[src/rtl/instruction_fetch_unit.sv]
// Byte-serial instruction fetch: assembles four big-endian bytes per instruction and hands them to decode via valid/ready.
// Optional IFU_ALIGN_CHECK_EN rejects misaligned redirects and raises a sticky misalign flag.
module instruction_fetch_unit #(
  parameter logic [31:0] RESET_PC = 32'h0
) (
  input  logic        CLK,
  input  logic        RESET,
  output logic        mem_req,
  output logic [31:0] mem_addr,
  input  logic [7:0]  mem_rdata,
  input  logic        redirect,
  input  logic [31:0] redirect_pc,
  output logic        ins_valid,
  input  logic        ins_ready,
  output logic [31:0] instruction,
  output logic [31:0] ins_pc,
  output logic        misalign
);

  typedef enum logic [1:0] {IDLE, FETCH, HOLD} state_t;

  state_t      state, state_d;
  logic [31:0] pc;
  logic [2:0]  cnt;
  logic        redir_take;
  logic [31:0] redir_tgt;
  logic        handshake;
  logic        capture;
  logic        last_byte;

`ifdef IFU_ALIGN_CHECK_EN
  logic redir_bad;
  assign redir_bad  = redirect & (state != IDLE) & (|redirect_pc[1:0]);
  assign redir_take = redirect & (state != IDLE) & ~(|redirect_pc[1:0]);
  assign redir_tgt  = redirect_pc;

  always_ff @(posedge CLK or posedge RESET) begin
    if (RESET)          misalign <= 1'b0;
    else if (redir_bad) misalign <= 1'b1;
  end
`else
  logic unused_lsb;
  assign unused_lsb = ^redirect_pc[1:0];
  assign redir_take = redirect & (state != IDLE);
  assign redir_tgt  = {redirect_pc[31:2], 2'b00};
  assign misalign   = 1'b0;
`endif

  // ins_valid is only ever set in HOLD, so no state qualifier is needed here
  assign handshake = ins_valid & ins_ready;

  always_ff @(posedge CLK or posedge RESET) begin
    if (RESET) state <= IDLE;
    else       state <= state_d;
  end

  always_comb begin
    state_d   = state;
    mem_req   = 1'b0;
    mem_addr  = 32'h0;
    capture   = 1'b0;
    last_byte = 1'b0;
    case (state)
      IDLE:  state_d = FETCH;
      FETCH: begin
        mem_req  = (cnt < 3'd4);
        mem_addr = pc + {29'b0, cnt};
        // byte requested at cnt-1 arrives one cycle later
        capture  = (cnt != 3'd0);
        if (cnt == 3'd4) begin
          last_byte = 1'b1;
          state_d   = HOLD;
        end
      end
      HOLD:    if (handshake) state_d = FETCH;
      default: state_d = IDLE;
    endcase
    if (redir_take) state_d = FETCH;
  end

  always_ff @(posedge CLK or posedge RESET) begin
    if (RESET) begin
      pc          <= RESET_PC;
      cnt         <= 3'd0;
      ins_valid   <= 1'b0;
      instruction <= 32'h0;
      ins_pc      <= 32'h0;
    end else if (redir_take) begin
      // restart from target; partial word and in-flight byte are dropped
      pc        <= redir_tgt;
      cnt       <= 3'd0;
      ins_valid <= 1'b0;
    end else begin
      case (state)
        FETCH: begin
          if (capture) begin
            case (cnt)
              3'd1:    instruction[31:24] <= mem_rdata;
              3'd2:    instruction[23:16] <= mem_rdata;
              3'd3:    instruction[15:8]  <= mem_rdata;
              default: instruction[7:0]   <= mem_rdata;
            endcase
          end
          if (last_byte) begin
            ins_valid <= 1'b1;
            ins_pc    <= pc;
            cnt       <= 3'd0;
          end else begin
            cnt <= cnt + 3'd1;
          end
        end
        HOLD: begin
          if (handshake) begin
            pc        <= pc + 32'd4;
            ins_valid <= 1'b0;
          end
        end
        default: cnt <= 3'd0;
      endcase
    end
  end

endmodule

[config.mk]
export PLATFORM = sky130hd
export DESIGN_NAME = instruction_fetch_unit
export DESIGN_NICKNAME = d
export VERILOG_FILES = /design/src/rtl/instruction_fetch_unit.sv
export SDC_FILE = /design/constraint.sdc
export NUM_CORES = 1
export LEC_CHECK = 0
export BUFFER_PORTS_ARGS = -buffer_cell sky130_fd_sc_hd__buf_4
export CORE_MARGIN = 5
export CORE_UTILIZATION = 35
export CTS_CLUSTER_SIZE = 12
export DETAILED_ROUTE_END_ITERATION = 8
export PLACE_DENSITY = 0.61
export SLEW_MARGIN = 20
export SYNTH_ARGS = -nofsm -noshare
export SYNTH_HDL_FRONTEND = slang
export SYNTH_SLANG_ARGS = --single-unit
export TNS_END_PERCENT = 10
[constraint.sdc]
create_clock -name CLK -period 4.65 [get_ports CLK]
set_input_delay 0.93 -clock CLK [delete_from_list [all_inputs] [get_ports CLK]]
set_output_delay 0.93 -clock CLK [all_outputs]
set_load 0.05 [all_outputs]
==> flow_summary.ini <==
[synthesis]
synthCells = 513
synth_most_common_cell = dfrtp_1
synth_area_per_cell_sq_um = 10.1
yosys-top-cells-count = dfrtp_1 (98), mux2_2 (62), nor2_1 (44)
ys.flop_type = dfrtp_1
synth_top_area_share = 0.472
synth_area_leaders = dfrtp_1 (47%), mux2_2 (13%), nor2_1 (3.2%)
synth_edf_count = 0
yosysUniqueCellTypes = 55
synth-seq-cells = 98
ys_warn_count = 0
yosysTopAreaCell = dfrtp_1
synth_async_sr_flop_share = 1.00
ys_seq_area_frac = 0.472
netlist_area_sq_um = 5190

[cells_and_area]
num-nets-final = 674
diodes = 0
fin_util = 0.455
syn_to_final_growth_pct = 27.4
layout-drive-gt1-share = 0.374
stdcell_area_sq_um = 6620

[clock_network]
ctsHoldBuffers = 0
cts-root-buf = clkbuf_16
path_clk_slew_ns = 0.07
clk_latency_ns = 0.35
numCtsBuffers = 9
clockBufferDepth = 2
cts_sinks = 98
cts_setup_buffers = 0
tritoncts = built
cts_resized = 0
htreeDepth = 3

[global_route]
grt_max_degree = 81
grt_pass1_vias = 4266
grt_use_met3 = 0.0336
grt_use_met1 = 0.230
gr-usage-met2 = 0.258
grt_antenna_before_repair = 0
track_usage = 0.167
top_usage_layer = met2
grt_pass1_wl_um = 23600
gr-total-overflow = 0

[placed_design]
place_area_sq_um = 6310
hpwl_um = 10600
io_buffers = 137
finalWeightedCongestion = 0.789

[drt]
drc = 0
wl_um = 14400
antenna_left = 0
drt-initial-drc-count = 279
vias_per_cell = 5.36
vias = 4354
wl_per_cell_um = 17.8
dr.pass1.iters = 4

[critical_path]
critPathMaxFanout = 11
critical_path.top_delay_family = simple AND/OR/NAND/NOR gates
slowest_delay_ns = 0.71
path_cells = ha_1 -> nand3_1 -> or4_1 -> or4_1 -> a21oi_1 -> buf_4
crit_required_ns = 3.72
slowest_stage = or4_1
start_kind = flop
endpoint_kind = output port
critical_path.most_common_cell = or4_1
path_class = flop to output port
critical_path_buf_inv_count = 1
arrival_ns = 3.14
reg2reg_slack_ns = 2.09

[timing]
whs_ns = 0.508
fmaxAchievable_mhz = 246
maxSlewViolCount = 0
setup_tns_ns = 0
period_share = 0.875
max-slew-margin-rel = 0.399
finalSetupViolations = 0
skew_ns = 0.00805
tightestPinTransition_ns = 0.895
period_needed_ns = 4.07
hold_viol = 0
rsz0062_at_grt = false

[floorplan]
core_sq_um = 14500
fp.dieW_um = 132
die_area_sq_um = 17400
std_cell_rows = 44
die_h_um = 132
ios = 143
initial_utilization = 0.357

[power]
p_per_area_nw_per_um2 = 646
peakVddDrop_mv = 0.371
power.leakage_nw = 2.93

[job]
maxCapViolations = 0

[status]
status = completed

[hold_path]
hp-class = flop to flop
-- cells by family after synthesis --
kind of cell / after synthesis / synth area share
compound gates: 89 / 0.105
flops: 98 / 0.472
xor+xnor: 22 / 0.0371
buf+inv: 55 / 0.0470
fa+ha+maj: 7 / 0.0169
simple gates: 177 / 0.183
mux: 64 / 0.138
other cells: 1 / 0.000722
-- sequential cells by signal, summed over array words and instances (netlist names) --
signal,count
ins_pc,30
ins_valid,1
instruction,32
state,2
cnt,3
pc,30
-- path summary, 6_finish.rpt --
path / to / startpoint / cells past startpoint
worst max-delay path: mem_addr[29] / cnt[2] / 6
worst min-delay path: ins_pc[23] / ins_pc[23] / 1
worst max register to register: pc[29] / state[0] / 4
worst min register to register: ins_pc[23] / ins_pc[23] / 1
max in group asynchronous: ins_pc[23] / RESET / 3
min in group asynchronous: instruction[11] / RESET / 2
-- metal layers --
| metal | vias to the layer above | part of all wire |
|---|---|---|
| met5 | - | 0 |
| met4 | 0 | 0.022 |
| met3 | 21 | 0.050 |
| met2 | 120 | 0.48 |
| met1 | 2148 | 0.45 |
| li1 | 2065 | - |
-- metrics by stage --
step | setup slack [ns] | total power, mW | std cells
after global placement | 0.978 | 3.51 | 796
final | 0.583 | 4.28 | 812
after detailed placement | 0.984 | 3.55 | 796
after global routing | 0.411 | 4.48 | 812
after CTS | 0.592 | 4.33 | 812
after floorplan | 1.05 | 2.86 | 515
-- area by class of cell --
| cell class | instances | area [sq um] |
|---|---|---|
| tap | 184 | 230 |
| clock buffer | 9 | 225 |
| timing repair buffer | 143 | 1070 |
| fill | 1376 | 7910 |
| sequential | 98 | 2450 |
| multi-input combinational | 362 | 2520 |
| clock inverter | 7 | 78.8 |
| inverter | 9 | 38.8 |
-- cells in the final DEF, fill, tap and decap left out, types with 14 or more instances in the layout --
cell type	instances
buf_4	143
nand4_1	14
a31oi_1	18
a21oi_1	17
mux2_2	62
dfrtp_1	98
nand2_1	37
xnor2_1	17
or3_1	16
o21ai_0	27
or4_1	19
nor2_1	44
-- power by group --
| group | internal (mW) | switching (mW) | total [mW] |
|---|---|---|---|
| logic | 0.689 | 1.46 | 2.15 |
| registers | 1.14 | 0.220 | 1.36 |
| clock network | 0.421 | 0.346 | 0.767 |
Note: power is estimated with default switching activity, not from simulation.
